===== config.mk =====
export PLATFORM = sky130hd
export DESIGN_NAME = prt_vtb_lock
export DESIGN_NICKNAME = d
export VERILOG_FILES = /design/src/rtl/prt_vtb_lock.sv
export SDC_FILE = /design/constraint.sdc
export NUM_CORES = 1
export LEC_CHECK = 0
export CAP_MARGIN = 30
export CORE_MARGIN = 3
export CORE_UTILIZATION = 40
export CTS_BUF_LIST = sky130_fd_sc_hd__clkbuf_4 sky130_fd_sc_hd__clkbuf_8
export CTS_CLUSTER_DIAMETER = 60
export DETAILED_ROUTE_END_ITERATION = 8
export PLACE_DENSITY = 0.66
export SYNTH_ARGS = -nofsm -noshare
export SYNTH_HDL_FRONTEND = slang
export SYNTH_SLANG_ARGS = --single-unit

===== constraint.sdc =====
create_clock -name CLK_IN -period 4.6 [get_ports CLK_IN]
set_clock_uncertainty 0.2 [all_clocks]
set_input_delay 0.92 -clock CLK_IN [delete_from_list [all_inputs] [get_ports CLK_IN]]
set_output_delay 0.92 -clock CLK_IN [all_outputs]
set_load 0.02 [all_outputs]

===== src/rtl/prt_vtb_lock.sv =====
// Video format lock detector: a frame rate / size monitor with timeout loss.
// Optional macro PRT_VTB_LOCK_TOLERANCE_EN allows +/-2 pixel slack per line.
module prt_vtb_lock (
   input  logic        CLK_IN,
   input  logic        RST_IN,
   input  logic        VID_SOF_IN,
   input  logic        VID_VLD_IN,
   input  logic [15:0] STA_PIX_IN,
   input  logic [15:0] STA_LIN_IN,
   input  logic        CTL_EN_IN,
   input  logic [3:0]  CTL_THR_IN,
   input  logic [23:0] CTL_TO_IN,
   output logic        LOCK_OUT,
   output logic        LOST_OUT,
   output logic [15:0] FMT_PIX_OUT,
   output logic [15:0] FMT_LIN_OUT,
   output logic [1:0]  STA_STATE_OUT
);

   typedef enum logic [1:0] {
      ST_IDLE = 2'd0,
      ST_ACQ  = 2'd1,
      ST_LOCK = 2'd2
   } state_t;

   state_t      r_state, w_state_nxt;
   logic [1:0]  r_sof_d;
   logic [3:0]  r_cnt, w_cnt_nxt;
   logic [15:0] r_ref_pix, w_ref_pix_nxt;
   logic [15:0] r_ref_lin, w_ref_lin_nxt;
   logic [23:0] r_to, w_to_nxt;
   logic        r_lock, w_lock_nxt;
   logic        r_lost, w_lost_nxt;
   logic [15:0] r_fmt_pix, w_fmt_pix_nxt;
   logic [15:0] r_fmt_lin, w_fmt_lin_nxt;

   logic        w_fev;
   logic        w_valid;
   logic        w_pix_eq;
   logic        w_match;
   logic [3:0]  w_thr;
   logic [3:0]  w_cnt_inc;
   logic [23:0] w_to_inc;
   logic        w_to_hit;

   // Two-cycle delay lets the monitor publish the finished frame's counts
   assign w_fev = r_sof_d[1];

   assign w_valid = (STA_PIX_IN != 16'd0) && (STA_LIN_IN != 16'd0);

`ifdef PRT_VTB_LOCK_TOLERANCE_EN
   logic [15:0] w_pix_dif;
   assign w_pix_dif = (STA_PIX_IN >= r_ref_pix) ? (STA_PIX_IN - r_ref_pix)
                                                : (r_ref_pix - STA_PIX_IN);
   assign w_pix_eq  = (w_pix_dif <= 16'd2);
`else
   assign w_pix_eq  = (STA_PIX_IN == r_ref_pix);
`endif

   assign w_match   = w_valid && (r_ref_pix != 16'd0) && w_pix_eq
                      && (STA_LIN_IN == r_ref_lin);
   assign w_thr     = (CTL_THR_IN == 4'd0) ? 4'd1 : CTL_THR_IN;
   assign w_cnt_inc = (r_cnt == 4'hF) ? r_cnt : r_cnt + 4'd1;
   assign w_to_inc  = (&r_to) ? r_to : r_to + 24'd1;
   // Fires on the cycle the counter reaches the programmed value
   assign w_to_hit  = (CTL_TO_IN != 24'd0) && (w_to_inc == CTL_TO_IN);

   always_comb begin
      w_state_nxt   = r_state;
      w_cnt_nxt     = r_cnt;
      w_ref_pix_nxt = r_ref_pix;
      w_ref_lin_nxt = r_ref_lin;
      w_to_nxt      = r_to;
      w_lock_nxt    = r_lock;
      w_lost_nxt    = 1'b0;
      w_fmt_pix_nxt = r_fmt_pix;
      w_fmt_lin_nxt = r_fmt_lin;
      if (!CTL_EN_IN) begin
         w_state_nxt   = ST_IDLE;
         w_cnt_nxt     = 4'd0;
         w_ref_pix_nxt = 16'd0;
         w_ref_lin_nxt = 16'd0;
         w_to_nxt      = 24'd0;
         w_lock_nxt    = 1'b0;
         w_fmt_pix_nxt = 16'd0;
         w_fmt_lin_nxt = 16'd0;
      end else begin
         case (r_state)
            ST_IDLE: begin
               w_state_nxt = ST_ACQ;
               w_to_nxt    = 24'd0;
            end
            ST_ACQ: begin
               w_to_nxt = w_to_inc;
               if (w_fev) begin
                  w_to_nxt = 24'd0;
                  if (w_match) begin
                     w_cnt_nxt = w_cnt_inc;
                     if (w_cnt_inc >= w_thr) begin
                        w_state_nxt   = ST_LOCK;
                        w_lock_nxt    = 1'b1;
                        w_fmt_pix_nxt = r_ref_pix;
                        w_fmt_lin_nxt = r_ref_lin;
                     end
                  end else begin
                     w_cnt_nxt     = 4'd0;
                     w_ref_pix_nxt = STA_PIX_IN;
                     w_ref_lin_nxt = STA_LIN_IN;
                  end
               end else if (w_to_hit) begin
                  w_cnt_nxt     = 4'd0;
                  w_ref_pix_nxt = 16'd0;
                  w_ref_lin_nxt = 16'd0;
               end
            end
            ST_LOCK: begin
               w_to_nxt = w_to_inc;
               if ((w_fev && !w_match) || (!w_fev && w_to_hit)) begin
                  w_state_nxt   = ST_ACQ;
                  w_lost_nxt    = 1'b1;
                  w_lock_nxt    = 1'b0;
                  w_fmt_pix_nxt = 16'd0;
                  w_fmt_lin_nxt = 16'd0;
                  w_cnt_nxt     = 4'd0;
                  w_to_nxt      = 24'd0;
                  w_ref_pix_nxt = w_fev ? STA_PIX_IN : 16'd0;
                  w_ref_lin_nxt = w_fev ? STA_LIN_IN : 16'd0;
               end else if (w_fev) begin
                  w_to_nxt = 24'd0;
               end
            end
            default: begin
               w_state_nxt = ST_IDLE;
            end
         endcase
      end
   end

   always_ff @(posedge CLK_IN) begin
      if (RST_IN) begin
         r_state   <= ST_IDLE;
         r_sof_d   <= 2'b00;
         r_cnt     <= 4'd0;
         r_ref_pix <= 16'd0;
         r_ref_lin <= 16'd0;
         r_to      <= 24'd0;
         r_lock    <= 1'b0;
         r_lost    <= 1'b0;
         r_fmt_pix <= 16'd0;
         r_fmt_lin <= 16'd0;
      end else begin
         r_state   <= w_state_nxt;
         r_sof_d   <= {r_sof_d[0], VID_SOF_IN & VID_VLD_IN};
         r_cnt     <= w_cnt_nxt;
         r_ref_pix <= w_ref_pix_nxt;
         r_ref_lin <= w_ref_lin_nxt;
         r_to      <= w_to_nxt;
         r_lock    <= w_lock_nxt;
         r_lost    <= w_lost_nxt;
         r_fmt_pix <= w_fmt_pix_nxt;
         r_fmt_lin <= w_fmt_lin_nxt;
      end
   end

   assign LOCK_OUT      = r_lock;
   assign LOST_OUT      = r_lost;
   assign FMT_PIX_OUT   = r_fmt_pix;
   assign FMT_LIN_OUT   = r_fmt_lin;
   assign STA_STATE_OUT = r_state;

endmodule


# Yosys cells after proc, flatten, opt, wreduce, memory -nomap -nowiden
# Index checks and enable logic that the tools add are counted.
[word_totals]
register_bits = 98
out_inout_bits = 36
wordCells = 95
[op_classes]
addsub = 2
n_lt_le_gt_ge = 1
eq_ne = 12
mux = 42
n_bitwise = 3
n_reduce_logical = 25
[op_table]
columns = ["op", "n"]
rows = [
  ["$mux 16", 16],
  ["$pmux 16 s2", 4],
  ["$mux 24", 3],
  ["$pmux 24 s3", 1],
  ["$reduce_bool 16->1", 3],
  ["$eq 16x16->1", 2],
  ["$add 24x1->24 const B", 1],
  ["$eq 24x24->1", 1],
  ["$mux 4", 6],
  ["$reduce_and 24->1", 1],
  ["$reduce_bool 24->1", 1],
  ["$mux 2", 4],
  ["$ne 2x2->1 const B", 4],
  ["$pmux 4 s2", 1],
  ["$reduce_and 4->1", 2],
  ["$logic_and 1x1->1", 7],
  ["$ne 3x3->1 const B", 2],
  ["$pmux 2 s3", 1],
  ["$mux 1", 5],
  ["$reduce_and 5->1", 1],
  ["$add 4x1->4 const B", 1],
  ["$eq 4x4->1 const B", 1],
  ["$ge 4x4->1", 1],
  ["$logic_not 4->1", 1],
  ["13 further kinds", 15],
]

# Depth between registers and ports, before layout
# Gate-level depths: netlist of the first run.
[logic_depth]
word_depth = 10
depth_mapped = 13
mapped_depth_nobuf = 11

# Worst setup path after synthesis of the first run
# No wires, ideal clock.
[synth_timing]
path_type = "flip-flop to flip-flop"
startpoint = "register r_to[1]"
endpoint = "register r_to[5]"
setup_time_ns = 0.131
arrival_ns = 3.380
required_time_ns = 4.269
slack_ns = 0.890
stages_incl_launch_ff = 12
n_path_buf = 1
period_less_slack_ns = 3.710
cell_sequence = "dfxtp_1 > ha_1 > nand3_1 > or4_1 > o31a_1 > nor4_1 > o22ai_1 > or4_1 > o311a_1 > buf_2 > a32oi_1 > o31ai_1"
[synth_via]
elab_chain_len = 8
elab_cells_between_ends = 10
[synth_lines]
columns = ["item", "line_no", "source"]
rows = [
  ["start, declared", "31", "logic [23:0] r_to, w_to_nxt;"],
  ["start signal, assigned", "157", "r_to <= w_to_nxt;"],
  ["$add 24x1->24 or $reduce_and 24->1 (tied branches)", "64", "assign w_to_inc = (&r_to) ? r_to : r_to + 24'd1;"],
  ["$mux 24 (*)", "64", ""],
  ["$eq 24x24->1", "66", "assign w_to_hit = (CTL_TO_IN != 24'd0) && (w_to_inc == CTL_TO_IN);"],
  ["$logic_and 1x1->1", "66", ""],
  ["$logic_and 1x1->1", "118", "if ((w_fev && !w_match) || (!w_fev && w_to_hit)) begin"],
  ["$logic_or 1x1->1", "118", ""],
  ["$mux 24", "118", ""],
  ["$pmux 24 s3 (*)", "88", "case (r_state)"],
]
# Every way passes the cells marked *; elsewhere a longest branch is shown, timed or not.
# A chain may end at the register's enable or synchronous reset.

# Worst setup path in the final report of the first run
[layout_timing]
startpoint = "register r_to[4]"
endpoint = "register r_ref_lin[11]"
[layout_via]
elab_chain_len = 8
elab_cells_between_ends = 10
[layout_lines]
columns = ["item", "line_no", "source"]
rows = [
  ["$add 24x1->24 or $reduce_and 24->1 (tied branches)", "64", ""],
  ["$mux 24 (*)", "64", ""],
  ["$eq 24x24->1 (*)", "66", ""],
  ["$logic_and 1x1->1 (*)", "66", ""],
  ["$logic_and 1x1->1", "118", ""],
  ["$logic_or 1x1->1", "118", ""],
  ["$ne 2x2->1 (no source line)", "-", ""],
  ["$reduce_and 4->1 (no source line) (*)", "-", ""],
  ["end signal, assigned", "156", "r_ref_lin <= w_ref_lin_nxt;"],
  ["end, declared", "30", "logic [15:0] r_ref_lin, w_ref_lin_nxt;"],
]
# Marks and branches as above.

==> metrics, run 1 <==
run status complete, no violations; r2r worst-path depth 10; chip width 134 um; slowest library cell on the worst path sky130_fd_sc_hd__or4_1; critical path type reg -> reg; worst-case headroom to the max-slew limit 0.381; total power per unit cell area 215 nW/um^2; arrival time reported for the critical path endpoint roughly 4.3 ns; wire length reported by the detailed router approximately 21000 um; Slowest Stage Delay on Critical Path 0.69 ns; latest clock arrival within the worst-skew pair 0.39 ns; maximum number of pins on one net before global-route repair between 50 and 60; post-route insts no fill approximately 1100; cell mode on critical path sky130_fd_sc_hd__or4_1; Max Cap Violations 0; post-placement worst setup slack between 0.3 and 0.4 ns; global route overflow 0; number of global-route vias before repair between 6000 and 7000; Post-Route Setup TNS 0 ns; Critical Path Start r_to[4]; YS warnings 0; top area cells in the synthesized netlist sky130_fd_sc_hd__dfxtp_1 30%, sky130_fd_sc_hd__nand3_1 10%, sky130_fd_sc_hd__xnor2_1 6.0%; mean area per synthesized cell around 7.5 sq um; iteration count of the initial detailed-routing pass 5; # port buffers 100; number of filler instances in the final layout between 1500 and 2000; Clock Tree Buf Depth 2; clock tree root driver cell sky130_fd_sc_hd__clkbuf_8; Hold Path Depth 1; via total after detailed routing about 7100; leading area contributor after synthesis sky130_fd_sc_hd__dfxtp_1; layout-stage area growth over the synthesis result 21.7%; post-detailed-route count of antenna-violating nets 0; CTS H-tree lvls 3; number of stages on the worst setup path 10; Top Ports 101; launch instance of the worst register-to-register path r_to[4]; overall routing resource usage 0.228; maximum resistive drop on vdd around 0.12 mV; Post-Syn Area 6520 sq um; share of layout cells above drive strength 1 0.0667; cells traversed along the worst timing path nand4_1, or4_1, o31a_1, nor4_1, o22ai_1, or4_1, o21ba_1, buf_12, o21ai_0, a21oi_1; area of all placed cells without fillers 7930 sq um; Post-synth ARST share 0; sequential-to-total area share from yosys stat 0.301; antenna diode count 0; Worst Path Max Fanout 32; row count 46; Primary FF master, synth sky130_fd_sc_hd__dfxtp_1; class of the worst hold path reg -> reg; final routed wire length divided by cell count between 15 and 20 um; Detailed Route Iter0 Violations ~760; DP Area 7720 sq um; clk sinks 98; synthesized flop and latch total 98; post-cts hold buffer count 0; startpoint of the lowest-slack hold path r_sof_d[0]; count of nets after finishing 1000; clock-pin slew reported for the worst setup and hold paths after clock tree synthesis 0.11 ns; upper clock frequency limit ~240 MHz; Post-Syn Instances between 800 and 900; slew at the pin closest to its max-slew limit roughly 0.9 ns; final weighted congestion of routability-driven global placement between 0.9 and 1; height of the die between 100 and 150 um; required time at the endpoint of the critical path about 4.7 ns; standard cell core area about 16000 sq um; post-synth cell types 66; remaining design rule violation count 0; detailed placer's ending HPWL 15100 um; antenna violations before repair 0; crit end category register; fraction of the core area covered by cells at the end of the flow 0.499; family of cells with the greatest summed delay on the critical path simple AND/OR/NAND/NOR gates; total length of routed met3 wires approximately 1500 um; total count of hold-check failures in the final report 0; Die Footprint ~18000 sq um; EDFF count, synth 0; total of cells resized after clock tree synthesis 0; total chip power 1.71 mW; setup repair after global routing missed its margin false; top cell type's share of synthesized area 0.301; max layer used met4; clock buffers created by TritonCTS 9; final critical-path required period around 4.2 ns; length of routed wiring on met1 approximately 9500 um; number of buffer and inverter stages on the critical path 1; CTS tree built; launching element type of the critical path register; leakage power summed over all cells between 2 and 2.5 nW; post-layout worst setup margin 0.352 ns; syn nets ~940; share of the clock period used by the worst path 0.924; first-pass GRT wire length between 30000 and 40000 um; number of buffers inserted by post-CTS setup repair 0; Starting Density 0.410; Final Setup Violations 0; total placed cells including tap cells 1130; Met2 Routed Length roughly 9400 um; per-cell via count in the routed design a little over 6; worst hold margin ~0.25 ns; Final Max Slew Viols 0
==> cell usage after synthesis (2+ instances only) <==
library cell,number
sky130_fd_sc_hd__o31ai_1,4
sky130_fd_sc_hd__xnor2_1,45
sky130_fd_sc_hd__xor2_1,11
sky130_fd_sc_hd__o41ai_1,8
sky130_fd_sc_hd__o32ai_1,2
sky130_fd_sc_hd__a21oi_1,59
sky130_fd_sc_hd__or3_1,2
sky130_fd_sc_hd__clkbuf_1,64
sky130_fd_sc_hd__a21o_1,3
sky130_fd_sc_hd__inv_1,14
sky130_fd_sc_hd__buf_4,2
sky130_fd_sc_hd__nor3_1,23
sky130_fd_sc_hd__ha_1,10
sky130_fd_sc_hd__dfxtp_1,98
sky130_fd_sc_hd__a211o_1,2
sky130_fd_sc_hd__o22ai_1,5
sky130_fd_sc_hd__nand4b_1,2
sky130_fd_sc_hd__nor2_1,19
sky130_fd_sc_hd__nand2b_1,6
sky130_fd_sc_hd__nand3_1,136
sky130_fd_sc_hd__o21ai_0,52
sky130_fd_sc_hd__a211oi_1,4
sky130_fd_sc_hd__a21boi_0,2
sky130_fd_sc_hd__nand2_1,56
sky130_fd_sc_hd__o211ai_1,37
sky130_fd_sc_hd__buf_2,13
sky130_fd_sc_hd__o21a_1,3
sky130_fd_sc_hd__mux2i_1,2
sky130_fd_sc_hd__a31oi_1,10
sky130_fd_sc_hd__nand4_1,62
sky130_fd_sc_hd__or4_1,3
sky130_fd_sc_hd__nor2b_1,5
sky130_fd_sc_hd__buf_1,3
sky130_fd_sc_hd__a2111oi_0,7
sky130_fd_sc_hd__and4_1,7
sky130_fd_sc_hd__o2111ai_1,3
sky130_fd_sc_hd__and3_1,12
sky130_fd_sc_hd__nor4_1,32
sky130_fd_sc_hd__o31a_1,2
sky130_fd_sc_hd__a32oi_1,5
sky130_fd_sc_hd__o311a_1,2
sky130_fd_sc_hd__and2_1,5
sky130_fd_sc_hd__buf_6,2
sky130_fd_sc_hd__o311ai_0,2
==> registers in the layout, indices dropped and copies added (netlist names) <==
name	count
FMT_LIN_OUT	16
FMT_PIX_OUT	16
LOST_OUT	1
r_sof_d	2
r_cnt	4
r_ref_pix	16
LOCK_OUT	1
r_to	24
STA_STATE_OUT	2
r_ref_lin	16
==> report_power, final <==
part / switching (mW) / internal [mW]
Sequential: 0.00389 / 0.851
Clock: 0.353 / 0.263
Combinational: 0.137 / 0.0985
==> layer usage <==
metal | vias to the layer above | global-route usage
met5 | - | 0
met4 | 0 | 0.0789
met3 | 37 | 0.0347
met2 | 302 | 0.359
met1 | 3296 | 0.320
li1 | 3420 | -
==> layout make-up <==
type | instances | area (sq um) | share of cell area
clock buffers | 9 | 124 | 0.0156
clock inverters | 7 | 83.8 | 0.0106
inverters | 15 | 56.3 | 0.00710
multi-input cells | 670 | 4160 | 0.524
flip-flops and latches | 98 | 1960 | 0.247
well taps | 216 | 270 | 0.0341
repair buffers | 131 | 1280 | 0.161
==> worst paths after layout <==
check	endpoint	slack, ns
setup reg to reg	r_ref_lin[11]	0.35
setup / recovery	r_ref_lin[11]	0.35
hold reg to reg	r_sof_d[1]	0.25
hold / removal	r_sof_d[1]	0.25
==> worst register-to-register path, stage by stage, from the launching register on <==
cell and delay [ns]:
sky130_fd_sc_hd__dfxtp_1 0.59, sky130_fd_sc_hd__nand4_1 0.36, sky130_fd_sc_hd__or4_1 0.69, sky130_fd_sc_hd__o31a_1 0.33
sky130_fd_sc_hd__nor4_1 0.28, sky130_fd_sc_hd__o22ai_1 0.11, sky130_fd_sc_hd__or4_1 0.61, sky130_fd_sc_hd__o21ba_1 0.40
sky130_fd_sc_hd__buf_12 0.25, sky130_fd_sc_hd__o21ai_0 0.21, sky130_fd_sc_hd__a21oi_1 0.09
==> cells in the final DEF, fill, tap and decap left out, types with 9 or more instances in the layout <==
cell                                n
sky130_fd_sc_hd__nor3_1            22
sky130_fd_sc_hd__nand3_1          136
sky130_fd_sc_hd__buf_4             27
sky130_fd_sc_hd__nor2_1            19
sky130_fd_sc_hd__nand4_1           62
sky130_fd_sc_hd__ha_1              10
sky130_fd_sc_hd__clkbuf_8           9
sky130_fd_sc_hd__and3_1            12
sky130_fd_sc_hd__dfxtp_1           98
sky130_fd_sc_hd__a21oi_1           59
sky130_fd_sc_hd__xnor2_1           45
sky130_fd_sc_hd__nand2_1           56
sky130_fd_sc_hd__a31oi_1           10
sky130_fd_sc_hd__xor2_1            11
sky130_fd_sc_hd__inv_1             14
sky130_fd_sc_hd__nor4_1            32
sky130_fd_sc_hd__clkdlybuf4s50_1  100
sky130_fd_sc_hd__o21ai_0           52
sky130_fd_sc_hd__o211ai_1          37
==> logic make-up (layout without fill, tap and decap cells) <==
family                     Yosys count  in the layout  share of synthesized area
muxes                                3              3                    0.00480
DFF                                 98             98                      0.301
AOI/OAI and AO/OA                  221            221                      0.219
xor gates and xnor gates            56             56                     0.0753
adders and majority gates           10             10                     0.0192
and+or+nand+nor                    380            380                      0.317
buffers and inverters              100            162                     0.0637
(Power assumes the default switching activity.)
==> inputs of run 2 (changes only) <==
--- a/config.mk
+++ b/config.mk
@@ -5,12 +5,12 @@
 export SDC_FILE = /design/constraint.sdc
 export NUM_CORES = 1
 export LEC_CHECK = 0
-export CAP_MARGIN = 30
 export CORE_MARGIN = 3
 export CORE_UTILIZATION = 40
 export CTS_BUF_LIST = sky130_fd_sc_hd__clkbuf_4 sky130_fd_sc_hd__clkbuf_8
 export CTS_CLUSTER_DIAMETER = 60
 export DETAILED_ROUTE_END_ITERATION = 8
+export GPL_ROUTABILITY_DRIVEN = 0
 export PLACE_DENSITY = 0.66
 export SYNTH_ARGS = -nofsm -noshare
 export SYNTH_HDL_FRONTEND = slang
==> run 2 against run 1 <==
Register-to-register slack got worse by 0.03 ns. Sequential share of layout area about the same. Critical path depth unchanged. Core utilization is 0.055 points higher. Cell area grew 0.11%. Non-clock buffer count fell by 1.
==> metrics, run 2 (synthesis gave the netlist of run 1 again) <==
run status complete, no violations; Worst Path Max Fanout 33; clock-pin slew reported for the worst setup and hold paths after clock tree synthesis around 0.1 ns; total net switching power around 0.47 mW; per-cell via count in the routed design slightly above 6; arrival time reported for the critical path endpoint 4.33 ns; row count 46; startpoint of the lowest-slack hold path r_sof_d[0]; Max Cap Violations 0; total power per unit cell area between 200 and 250 nW/um^2; post-cts hold buffer count 0; launching element type of the critical path register; setup repair after global routing missed its margin false; latest clock arrival within the worst-skew pair between 0.3 and 0.4 ns; share of the clock period used by the worst path 0.930; Die Footprint roughly 18000 sq um; Detailed Route Iter0 Violations ~700; share of power burned in combinational logic 0.140; critical path type reg -> reg; final critical-path required period ~4.3 ns; clk sinks 98; global route overflow 0; clock buffers created by TritonCTS 9; crit end category register; iteration count of the initial detailed-routing pass 5; Final Max Slew Viols 0; remaining design rule violation count 0; via total after detailed routing ~7000; CTS tree built; layout-stage area growth over the synthesis result 21.8%; part of the total power dissipated in sequential elements 0.510; # port buffers 100; number of buffers inserted by post-CTS setup repair 0; number of filler instances in the final layout between 1500 and 2000; first-pass GRT wire length around 34000 um; overall routing resource usage 0.229; antenna violations before repair 0; maximum resistive drop on vdd around 0.14 mV; class of the worst hold path reg -> reg; height of the die between 100 and 150 um; Starting Density 0.410; chip width between 100 and 150 um; antenna diode count 0; Top Ports a little over 100; total chip power about 1.7 mW; number of global-route vias before repair between 6000 and 7000; Clock Tree Buf Depth 2; Most flops, register r_to; most frequent cells in the layout 136 x sky130_fd_sc_hd__nand3_1, 100 x sky130_fd_sc_hd__clkdlybuf4s50_1, 98 x sky130_fd_sc_hd__dfxtp_1; CTS H-tree lvls 3; r2r worst-path depth 10; Final Setup Violations 0; detailed placer's ending HPWL approximately 15000 um; total of cells resized after clock tree synthesis 0; cell internal power dissipation approximately 1.2 mW; most common cell after layout, fill and taps aside sky130_fd_sc_hd__nand3_1; Critical Path Start r_to[6]; final routed wire length divided by cell count ~18 um; total count of hold-check failures in the final report 0; count of nets after finishing 999; switching part of the total 0.278; launch instance of the worst register-to-register path r_to[6]; maximum number of pins on one net before global-route repair 54; share of power burned in the clock network 0.350; share of layout cells above drive strength 1 0.0647; Post-Route Setup TNS 0 ns; required time at the endpoint of the critical path 4.65 ns; leakage power summed over all cells ~2.4 nW; standard cell core area around 16000 sq um; clock tree root driver cell sky130_fd_sc_hd__clkbuf_8; wire length reported by the detailed router between 20000 and 25000 um; worst-case headroom to the max-slew limit 0.217; post-detailed-route count of antenna-violating nets 0; area of all placed cells without fillers approximately 8000 sq um; slew at the pin closest to its max-slew limit ~1.2 ns; upper clock frequency limit approximately 230 MHz; max FFs per register 24; DP Area 7740 sq um; Hold Path Depth 1
run 2: cell count changes in the layout (fill, tap and decap cells not counted), sizes merged:
cell,previous run,this run
inv,18,16
clkinvlp,0,2
clkbuf,9,10
buf,31,30
clkinv,3,1
run 2: final timing paths:
kind | slack, ns | end
min reg2reg | 0.25 | r_sof_d[1]
min | 0.25 | r_sof_d[1]
max | 0.32 | FMT_LIN_OUT[1]
max reg2reg | 0.32 | FMT_LIN_OUT[1]
run 2: layout make-up:
type / count / area (sq um) / share of cell area
Clock buffer: 10 / 131 / 0.0165
Clock inverter: 5 / 62.6 / 0.00788
Inverter: 15 / 56.3 / 0.00709
Multi-Input combinational cell: 670 / 4160 / 0.523
Sequential cell: 98 / 1960 / 0.247
Tap cell: 216 / 270 / 0.0340
Timing Repair Buffer: 130 / 1300 / 0.164
run 2: metrics by stage:
stage / hold WS, ns / std cells / setup WS (ns) / utilization
detailed placement: 0.232 / 1129 / 0.350 / 0.488
global route: 0.279 / 1144 / 0.0674 / 0.500
floorplan: 0.214 / 868 / 0.890 / -
CTS: 0.256 / 1144 / 0.411 / 0.500
finish: 0.250 / 1144 / 0.323 / 0.500
global placement: 0.234 / 1129 / 0.411 / 0.488
run 2: worst max-delay path, cell delays in order, from the launching register on:
cell and delay (ns):
sky130_fd_sc_hd__dfxtp_1 0.56, sky130_fd_sc_hd__nand4_1 0.34, sky130_fd_sc_hd__or4_1 0.69, sky130_fd_sc_hd__o31a_1 0.33
sky130_fd_sc_hd__nor4_1 0.37, sky130_fd_sc_hd__o22ai_1 0.12, sky130_fd_sc_hd__or4_1 0.61, sky130_fd_sc_hd__o21ba_1 0.40
sky130_fd_sc_hd__nor2_4 0.20, sky130_fd_sc_hd__buf_12 0.20, sky130_fd_sc_hd__o211ai_1 0.12
run 2: power groups by stage:
stage          clock [mW]  sequential [mW]  combinational [mW]
2_1_floorplan           0            0.873               0.116
3_3_place_gp            0            0.873               0.231
3_5_place_dp            0            0.873               0.231
4_1_cts             0.600            0.853               0.233
5_1_grt             0.622            0.854               0.252
6_report            0.584            0.853               0.234
run 2: metal layers:
metal	global-route usage	up-vias	part of all wire
met5	0	-	0
met4	0.0760	0	0.027
met3	0.0461	37	0.070
met2	0.361	294	0.45
met1	0.315	3271	0.45
li1	-	3413	-
